<file path="src/rtl/conv_back_mac_pkg.sv">
// Shared types, default parameters and round/saturate helpers for the
// backward-convolution multi-lane MAC.
package conv_back_mac_pkg;

    localparam int DW_DEF      = 16;
    localparam int LANES_DEF   = 4;
    localparam int ACC_LEN_DEF = 16;
    localparam int FRAC_DEF    = 0;

    // Accumulators are widened to this before rounding; covers ACC_W up to 64.
    localparam int WIDE_W = 64;
    typedef logic signed [WIDE_W-1:0] wide_t;

    // Tag travelling alongside the stage-1 product registers.
    typedef struct packed {
        logic vld;
        logic first;
        logic last;
    } beat_tag_t;

    function automatic int lane_lsb(input int lane, input int dw);
        return lane * dw;
    endfunction

    // Arithmetic right shift with round-half-up.
    function automatic wide_t round_shift(input wide_t v, input int frac);
        wide_t r;
        r = v;
        if (frac > 0) begin
            r = v + (wide_t'(1) <<< (frac - 1));
        end
        return r >>> frac;
    endfunction

    function automatic wide_t sat_hi(input int dw);
        return (wide_t'(1) <<< (dw - 1)) - wide_t'(1);
    endfunction

    function automatic wide_t sat_lo(input int dw);
        return -(wide_t'(1) <<< (dw - 1));
    endfunction

endpackage

</file>
<file path="src/rtl/conv_back_mac_if.sv">
// Beat/result handshake bundle between a producer/consumer and conv_back_mac.
interface conv_back_mac_if
    import conv_back_mac_pkg::*;
#(
    parameter int DW    = DW_DEF,
    parameter int LANES = LANES_DEF
);
    logic                  en_reg;
    logic                  in_ready;
    logic [LANES*DW-1:0]   in;
    logic [DW-1:0]         weight;
    logic                  clr;
    logic [LANES*DW-1:0]   result;
    logic                  conv_sig;
    logic                  res_ready;
    logic [LANES-1:0]      ovf;
    logic                  busy;

    modport master (
        output en_reg, in, weight, clr, res_ready,
        input  in_ready, result, conv_sig, ovf, busy
    );

    modport slave (
        input  en_reg, in, weight, clr, res_ready,
        output in_ready, result, conv_sig, ovf, busy
    );
endinterface

</file>
<file path="src/rtl/conv_back_mac_lane.sv">
// One lane: product register, window accumulator and the rounded/saturated
// output register. All sequencing decisions come from the top.
module conv_back_lane
    import conv_back_mac_pkg::*;
#(
    parameter int DW      = DW_DEF,
    parameter int ACC_LEN = ACC_LEN_DEF,
    parameter int FRAC    = FRAC_DEF
) (
    input  logic                 clk,
    input  logic                 rst,
    input  logic                 mul_en_i,
    input  logic                 acc_en_i,
    input  logic                 first_i,
    input  logic                 clr_i,
    input  logic                 wr_en_i,
    input  logic signed [DW-1:0] in_i,
    input  logic signed [DW-1:0] weight_i,
    output logic        [DW-1:0] result_o,
    output logic                 ovf_o
);

    localparam int ACC_W = 2 * DW + $clog2(ACC_LEN);

    logic signed [2*DW-1:0]  prod_q, prod_d;
    logic signed [ACC_W-1:0] acc_q, acc_d, prod_ext;
    logic        [DW-1:0]    res_q, res_d;
    logic                    ovf_q, ovf_d;
    wide_t                   acc_wide, rounded;

    // NOTE: every variable gets a default at the top of always_comb so no path leaves it unassigned (no latch).
    always_comb begin
        prod_d   = in_i * weight_i;
        prod_ext = {{(ACC_W-2*DW){prod_q[2*DW-1]}}, prod_q};
        acc_d    = first_i ? prod_ext : acc_q + prod_ext;
        acc_wide = {{(WIDE_W-ACC_W){acc_q[ACC_W-1]}}, acc_q};
        rounded  = round_shift(acc_wide, FRAC);
        res_d    = rounded[DW-1:0];
        ovf_d    = 1'b0;
        if (rounded > sat_hi(DW)) begin
            res_d = {1'b0, {(DW-1){1'b1}}};
            ovf_d = 1'b1;
        end else if (rounded < sat_lo(DW)) begin
            res_d = {1'b1, {(DW-1){1'b0}}};
            ovf_d = 1'b1;
        end
    end

    // NOTE: sequential state uses non-blocking assignments so all registers update together at the edge.
    always_ff @(posedge clk) begin
        if (rst) begin
            prod_q <= '0;
            acc_q  <= '0;
            res_q  <= '0;
            ovf_q  <= 1'b0;
        end else begin
            if (mul_en_i) begin
                prod_q <= prod_d;
            end
            if (clr_i) begin
                acc_q <= '0;
            end else if (acc_en_i) begin
                acc_q <= acc_d;
            end
            if (wr_en_i) begin
                res_q <= res_d;
                ovf_q <= ovf_d;
            end
        end
    end

    assign result_o = res_q;
    assign ovf_o    = ovf_q;

endmodule

</file>
<file path="src/rtl/conv_back_mac.sv">
// Multi-lane streaming MAC for the backward-conv path: beat counter,
// pipeline valid/tag tracking and the result handshake; lanes do the math.
module conv_back_mac
    import conv_back_mac_pkg::*;
#(
    parameter int DW      = DW_DEF,
    parameter int LANES   = LANES_DEF,
    parameter int ACC_LEN = ACC_LEN_DEF,
    parameter int FRAC    = FRAC_DEF
) (
    input logic             clk,
    input logic             rst,
    conv_back_mac_if.slave  bus
);

    localparam int             CNT_W    = $clog2(ACC_LEN);
    localparam logic [CNT_W-1:0] CNT_LAST = CNT_W'(ACC_LEN - 1);

    logic [CNT_W-1:0] cnt_q, cnt_d;
    beat_tag_t        s1_q, s1_d;
    logic             s2_vld_q, s2_vld_d;
    logic             s2_last_q, s2_last_d;
    logic             conv_sig_q, conv_sig_d;
    logic             stall, accept, wr_en;

    // A held result that nobody takes freezes the whole pipeline.
    assign stall  = conv_sig_q & ~bus.res_ready;
    assign accept = bus.en_reg & ~stall & ~bus.clr;
    assign wr_en  = s2_vld_q & s2_last_q & ~stall & ~bus.clr;

    always_comb begin
        cnt_d      = cnt_q;
        s1_d       = s1_q;
        s2_vld_d   = s2_vld_q;
        s2_last_d  = s2_last_q;
        conv_sig_d = conv_sig_q;
        if (bus.clr) begin
            cnt_d     = '0;
            s1_d      = '0;
            s2_vld_d  = 1'b0;
            s2_last_d = 1'b0;
        end else if (!stall) begin
            s1_d.vld   = accept;
            s1_d.first = (cnt_q == '0);
            s1_d.last  = (cnt_q == CNT_LAST);
            if (accept) begin
                cnt_d = (cnt_q == CNT_LAST) ? '0 : cnt_q + 1'b1;
            end
            s2_vld_d  = s1_q.vld;
            s2_last_d = s1_q.vld & s1_q.last;
        end
        // A fresh write keeps conv_sig high even while the old result is taken.
        if (wr_en) begin
            conv_sig_d = 1'b1;
        end else if (conv_sig_q && bus.res_ready) begin
            conv_sig_d = 1'b0;
        end
    end

    always_ff @(posedge clk) begin
        if (rst) begin
            cnt_q      <= '0;
            s1_q       <= '0;
            s2_vld_q   <= 1'b0;
            s2_last_q  <= 1'b0;
            conv_sig_q <= 1'b0;
        end else begin
            cnt_q      <= cnt_d;
            s1_q       <= s1_d;
            s2_vld_q   <= s2_vld_d;
            s2_last_q  <= s2_last_d;
            conv_sig_q <= conv_sig_d;
        end
    end

    for (genvar k = 0; k < LANES; k++) begin : g_lane
        conv_back_lane #(
            .DW      (DW),
            .ACC_LEN (ACC_LEN),
            .FRAC    (FRAC)
        ) u_lane (
            .clk      (clk),
            .rst      (rst),
            .mul_en_i (accept),
            .acc_en_i (s1_q.vld & ~stall),
            .first_i  (s1_q.first),
            .clr_i    (bus.clr),
            .wr_en_i  (wr_en),
            .in_i     (bus.in[lane_lsb(k, DW) +: DW]),
            .weight_i (bus.weight),
            .result_o (bus.result[lane_lsb(k, DW) +: DW]),
            .ovf_o    (bus.ovf[k])
        );
    end

    assign bus.in_ready = ~stall;
    assign bus.conv_sig = conv_sig_q;
    assign bus.busy     = (cnt_q != '0) | s1_q.vld | s2_vld_q;

endmodule

</file>
<file path="src/flat_wrapper.sv">
// flat-port wrapper written by rule: the top's interface ports become plain ports
module conv_back_mac_flat import conv_back_mac_pkg::*;
#(
    parameter int DW      = DW_DEF,
    parameter int LANES   = LANES_DEF,
    parameter int ACC_LEN = ACC_LEN_DEF,
    parameter int FRAC    = FRAC_DEF
)
  (clk, rst, bus_en_reg, bus_in, bus_weight, bus_clr, bus_res_ready, bus_in_ready, bus_result, bus_conv_sig, bus_ovf, bus_busy);
  conv_back_mac_if #(.DW(DW), .LANES(LANES)) bus_i ();
  input logic clk;
  input logic rst;
  input wire logic [$bits(bus_i.en_reg)-1:0] bus_en_reg;
  input wire logic [$bits(bus_i.in)-1:0] bus_in;
  input wire logic [$bits(bus_i.weight)-1:0] bus_weight;
  input wire logic [$bits(bus_i.clr)-1:0] bus_clr;
  input wire logic [$bits(bus_i.res_ready)-1:0] bus_res_ready;
  output wire logic [$bits(bus_i.in_ready)-1:0] bus_in_ready;
  output wire logic [$bits(bus_i.result)-1:0] bus_result;
  output wire logic [$bits(bus_i.conv_sig)-1:0] bus_conv_sig;
  output wire logic [$bits(bus_i.ovf)-1:0] bus_ovf;
  output wire logic [$bits(bus_i.busy)-1:0] bus_busy;
  assign bus_i.en_reg = bus_en_reg;
  assign bus_i.in = bus_in;
  assign bus_i.weight = bus_weight;
  assign bus_i.clr = bus_clr;
  assign bus_i.res_ready = bus_res_ready;
  assign bus_in_ready = bus_i.in_ready;
  assign bus_result = bus_i.result;
  assign bus_conv_sig = bus_i.conv_sig;
  assign bus_ovf = bus_i.ovf;
  assign bus_busy = bus_i.busy;
  conv_back_mac #(.DW(DW), .LANES(LANES), .ACC_LEN(ACC_LEN), .FRAC(FRAC)) u_core (.clk(clk), .rst(rst), .bus(bus_i));
endmodule
</file>
<file path="config.mk">
export PLATFORM = sky130hd
export DESIGN_NAME = conv_back_mac_flat
export DESIGN_NICKNAME = d
export VERILOG_FILES = /design/src/rtl/conv_back_mac_pkg.sv /design/src/rtl/conv_back_mac_if.sv /design/src/rtl/conv_back_mac_lane.sv /design/src/rtl/conv_back_mac.sv /design/src/flat_wrapper.sv
export SDC_FILE = /design/constraint.sdc
export NUM_CORES = 2
export LEC_CHECK = 0
export ABC_AREA = 1
export CAP_MARGIN = 20
export CORE_ASPECT_RATIO = 1.75
export CORE_MARGIN = 2
export CORE_UTILIZATION = 44
export CTS_BUF_LIST = sky130_fd_sc_hd__clkbuf_16
export DETAILED_ROUTE_END_ITERATION = 12
export GPL_TIMING_DRIVEN = 1
export REMOVE_ABC_BUFFERS = 1
export SETUP_SLACK_MARGIN = 0.2
export SLEW_MARGIN = 40
export SYNTH_ARGS = -nofsm -noshare
export SYNTH_HDL_FRONTEND = slang
export SYNTH_SLANG_ARGS = --single-unit
</file>
<file path="constraint.sdc">
create_clock -name clk -period 5.45 [get_ports clk]
set_input_delay 0.545 -clock clk [delete_from_list [all_inputs] [get_ports clk]]
set_output_delay 0.545 -clock clk [all_outputs]
set_load 0.02 [all_outputs]
</file>
# == Word-level counts from Yosys, hierarchy flattened ==
# Index checks and enable logic that the tools add are counted.
# op_classes
mul,4
reduce_logical,6
eq_ne,1
n_lt_le_gt_ge,8
addsub,5
n_mux,23
bitwise_logic,13
# op_table
cell,n
36-bit by 32-bit adder with 36-bit output,4
36-bit by 16-bit greater-than comparator with 1-bit output (second input constant),4
36-bit by 16-bit less-than comparator with 1-bit output (second input constant),4
36-bit 2-to-1 mux,4
16-bit by 16-bit multiplier with 32-bit output,4
16-bit 2-to-1 mux,8
1-bit 2-to-1 mux,10
1-bit AND,8
4-bit by 1-bit adder with 4-bit output (second input constant),1
4-bit equality test (second input constant),1
4-bit logical NOT,1
4-bit 2-to-1 mux,1
4-bit nonzero test,1
1-bit inverter,3
1-bit bitwise OR,2
2-bit AND reduction,1
2-bit nonzero test,1
2-bit OR reduction,1
1-bit logical AND,1
# totals
regBits,350
output_inout_bits,71
in_bits,85
wordCells,83

# == Logic depth before layout (Yosys ltp) ==
# logic_depth
ltp_word,6
ltp_mapped,27
depth_no_buf,25

# == Modules after synthesis ==
# From an unflattened synthesis, not the netlist that was laid out.
# hier_totals
hier_cells,9586
hier_area_um2,67008.0
# modules_own_cells
module,seq_area_each_um2,area_per_inst_um2,n_inst,cells_per_inst
conv_back_lane at u_core.g_lane[0].u_lane,1701.6,16808.6,1,2414
conv_back_lane at u_core.g_lane[1].u_lane,1701.6,16737.3,1,2414
conv_back_lane at u_core.g_lane[2].u_lane,1701.6,16502.1,1,2347
conv_back_lane at u_core.g_lane[3].u_lane,1701.6,16462.0,1,2346
conv_back_mac,200.2,498.0,1,65

# == Worst setup path after synthesis ==
# Ideal clock, no wire load.
# synth_timing
path_kind,input to register
from,input bus_weight[3]
to,register u_core.g_lane[1].u_lane.prod_q[29]
required_time_ns,5.335
setup_time_ns,0.115
n_path_buf,2
stages,21
path_slack_ns,-0.489
arrival_time_ns,5.823
path_cell_list,clkbuf_1 -> clkbuf_1 -> nand2_1 -> inv_1 -> fa_1 -> fa_1 -> fa_1 -> fa_1 -> fa_1 -> inv_1 -> fa_1 -> inv_1 -> ha_1 -> nand2_1 -> nor2_1 -> nand2_1 -> or2_2 -> nand3_1 -> nor2_1 -> o21ai_0 -> inv_1
# synth_via
elab_chain_len,1
# synth_rtl
item,line_no,text
"start, declared",flat_wrapper.sv:15,input wire logic [$bits(bus_i.weight)-1:0] bus_weight;
16-bit by 16-bit multiplier with 32-bit output,conv_back_mac_lane.sv:33,prod_d = in_i * weight_i;
"end signal, assigned",conv_back_mac_lane.sv:58,prod_q <= prod_d;
"end, declared",conv_back_mac_lane.sv:25,"logic signed [2*DW-1:0] prod_q, prod_d;"
# No other way between the ends.
# A chain may end at the register's enable or synchronous reset.

# == Final worst setup path ==
# layout_timing
from,input bus_weight[7]
to,register u_core.g_lane[3].u_lane.prod_q[22]
# layout_via
elab_chain_len,1
# layout_rtl
item,line_no
16-bit by 16-bit multiplier with 32-bit output,conv_back_mac_lane.sv:33
"end signal, assigned",conv_back_mac_lane.sv:58
"end, declared",conv_back_mac_lane.sv:25
# No other way between the ends.

==> impl_metrics.ini <==
[min_path]
hp-class = in2reg
hp-start = rst

[setup_path]
setup.worst_path.start_class = input port
rr_startpoint = u_core.g_lane[3].u_lane.prod_q[0]
crit_fanout = 7
cp.arrival_ns = 5.86
required_ns = 5.93
startpoint = bus_weight[7]
criticalPathCategory = in2reg
crit_path_end_kind = flop

[yosys]
synthTopCellsByArea = fa_1, inv_1, nand2_1, dfxtp_1, ha_1
ys_warn_count = 0
netlist_area_mm2 = 0.06607
synth_top_area_share_pct = 31.87
synth_edf_count = 0
ys_types = 50
ys_async_sr_fraction_pct = 0
synth_seq_cells = 350
synth.yosys.seq_area_share_pct = 10.60
syn_avg_cell_area_um2 = 7.012
synth_top_area_cell = fa_1
synth_flop_cell = dfxtp_1
synthCells = 9423

[routing]
wl_um = 244000
viasPerCell = 5.149
drcViolationCount = 0
drt-pass1-iter-count = 6
drt.antenna.violating_nets = 0
routedWlPerCell_um = 19.89
vias = 63140
drt_iter0_drc = 3144

[sta]
fin_crit_ns = 5.385
worst_pin_slew_ns = 0.8415
slew_headroom_pct = 43.90
rsz0062_at_grt = yes
hold_violations = 0
fmax_ghz = 0.1857
setup_ws_ns = 0.06452
setup_viol = 0
post-route-period-util_pct = 98.82
slew_violations = 0
fin_skew_ns = 0.03288

[finish]
multi_input_area_mm2 = 0.05218
finalCoreUtilization_pct = 55.74
drive_gt1_share_pct = 18.08
regArea_mm2 = 0.007010
area_delta_synth_final_pct = 26.22
nFillCells = 14410
nNetsFinal = 11840

[global_routing]
grt_pass1_vias = 67320
grt_max_degree = 105
track_usage_pct = 31.15
antenna_found_initial = 7
grt-ovfl-total = 0
grt_pass1_wl_um = 369400

[place]
place.gp.congestion = 0.9884
dp_slack_ns = -1.076
dp_hpwl_um = 183800
io_buffers = 155

[floorplanning]
die_w_um = 296.9
ios = 156
die_h_um = 516.6
die-area_mm2 = 0.1534
initial_utilization_pct = 44.17
core_area_mm2 = 0.1496
row_count = 188

[clock_tree]
numCtsBuffers = 41
htreeDepth = 2
holdBufCountCts = 0
clkSlewWorstSetupHoldPaths_ns = 0.06
numClockSinks = 350
clock_latency_ns = 0.61
clock-root-buffer = clkbuf_16
tritoncts = built
cts.path.max_buffers = 3

[status]
status = complete, no violations

[run]
cap_violations = 0
critical path, stage by stage:
cell	delay, ns
buf_16	0.13
buf_16	0.18
buf_12	0.16
buf_6	0.11
nand2_1	0.06
fa_1	0.53
inv_1	0.05
fa_1	0.48
fa_1	0.57
fa_2	0.44
fa_1	0.49
inv_1	0.05
fa_1	0.47
inv_1	0.06
ha_4	0.23
a21oi_2	0.19
a21boi_1	0.24
buf_4	0.18
nor2_2	0.04
nor2_2	0.14
nand3_1	0.10
xor2_1	0.15
o21ai_0	0.13
inv_1	0.05
layout by cell type (no fill, tap or decap), types with 15 or more instances in the layout:
cell type and count:
nand3_1 260, xor2_1 92, a21oi_2 70, ha_4 75
buf_6 99, dfxtp_1 349, inv_1 2242, inv_2 89
nand3_2 28, nand4_1 99, nor2_2 57, ha_1 390
o21bai_1 36, a21oi_4 19, nand2_2 113, a21oi_1 619
clkdlybuf4s50_1 77, fa_1 952, bufbuf_16 25, clkbuf_16 49
nand2_1 2170, o21ai_1 66, fa_2 100, dlygate4sd2_1 25
buf_12 93, nor3_1 37, o21ai_0 329, xnor2_1 38
nor2_1 501, buf_16 16, nor2_4 41, o211ai_1 30
nand2_4 38, o21ai_2 33, nor3_2 15, buf_4 738
worst paths after layout:
path | end | slack (ns) | cells after the start
min reg2reg | u_core.s2_last_q | 0.46 | 2
max | u_core.g_lane[3].u_lane.prod_q[22] | 0.06 | 24
min | u_core.g_lane[2].u_lane.result_o[0] | 0.28 | 2
max reg2reg | u_core.g_lane[3].u_lane.acc_q[32] | 2.59 | 16
through the flow:
stage	area [um^2]	instances	setup TNS, ns	hold WS (ns)
3_3_place_gp	75400	11990	-71.39	0.4430
4_1_cts	81280	12210	0	0.2582
5_1_grt	83390	12260	-1.449	0.2832
3_5_place_dp	75410	11990	-75.34	0.4514
6_report	83400	12260	0	0.2833
2_1_floorplan	64580	9059	-33.04	0.4378
synth_stat cells, types with 2 or more instances:
cell type  count
or2_1          2
o21ai_0      412
clkbuf_1     264
nor2_2         9
a21oi_1      702
ha_1         470
inv_1       2334
o31ai_1        5
a21boi_0       5
or2_2         20
nor2_4         2
xor2_1        95
nor4_1        18
nand3_2        4
nand2b_1       2
clkbuf_8       3
and3_1         8
fa_1        1052
nand2_1     2289
dfxtp_1      350
nor2_1       588
o21a_1         9
nor3_2         2
a31oi_1        8
inv_2          4
a21o_1        14
a21oi_2        6
buf_2         44
and2_1         3
buf_1         45
xnor2_1       38
a31o_2         4
buf_4          6
o21bai_1      45
nand2_2       33
o221ai_1       4
o211ai_1      30
nand3b_1      14
nor3_1        59
o21ai_2        8
nand3_1      290
o21ai_1       17
nand4_1       99
routing by layer:
| metal | up-vias | track usage [%] | wire length (um) |
|---|---|---|---|
| li1 | 29870 | - | - |
| met1 | 30670 | 30.83 | 81640 |
| met2 | 1774 | 60.35 | 128200 |
| met3 | 823 | 3.147 | 11050 |
| met4 | 6 | 21.96 | 23050 |
| met5 | - | 0 | 42 |
timing repair:
action / CTS / global route
setup endpoints to repair: 88 / 90
pin swaps: 281 / 263
resized for setup: 779 / 469
gates cloned: 30 / 7
buffers inserted: 116 / 39
registers in the layout, summed over array words and instances, names as in the netlist:
name and flops:
u_core.s2_last_q 1, u_core.s2_vld_q 1, u_core.g_lane.u_lane.result_o 64, u_core.g_lane.u_lane.acc_q 144, u_core.g_lane.u_lane.prod_q 128, u_core.bus.conv_sig 1, u_core.g_lane.u_lane.ovf_o 4, u_core.s1_q 3
u_core.cnt_q 4
cell families (layout without fill, tap and decap cells):
| family | Yosys count | count (layout) | synth area share (%) |
|---|---|---|---|
| compound gates | 1271 | 1271 | 10.19 |
| xor+xnor | 133 | 133 | 1.763 |
| fa+ha+maj | 1522 | 1522 | 40.77 |
| buf+inv | 2703 | 3544 | 15.54 |
| flops | 350 | 350 | 10.60 |
| other cells | 0 | 4 | 0 |
| simple gates | 3444 | 3444 | 21.13 |
area by class of cell:
type                       instances  share of cell area, %
antenna                            4                0.01200
clock buffer                      41                  1.230
clock inverter                    34                 0.4651
inverter                        2339                  10.58
multi-input combinational       6370                  62.57
sequential                       350                  8.406
tap                             1995                  2.993
timing repair buffer            1130                  13.74
Power is left out: the tool's default activity adds up to more than one toggle a clock period on the data nets, which glitch-free logic cannot reach.
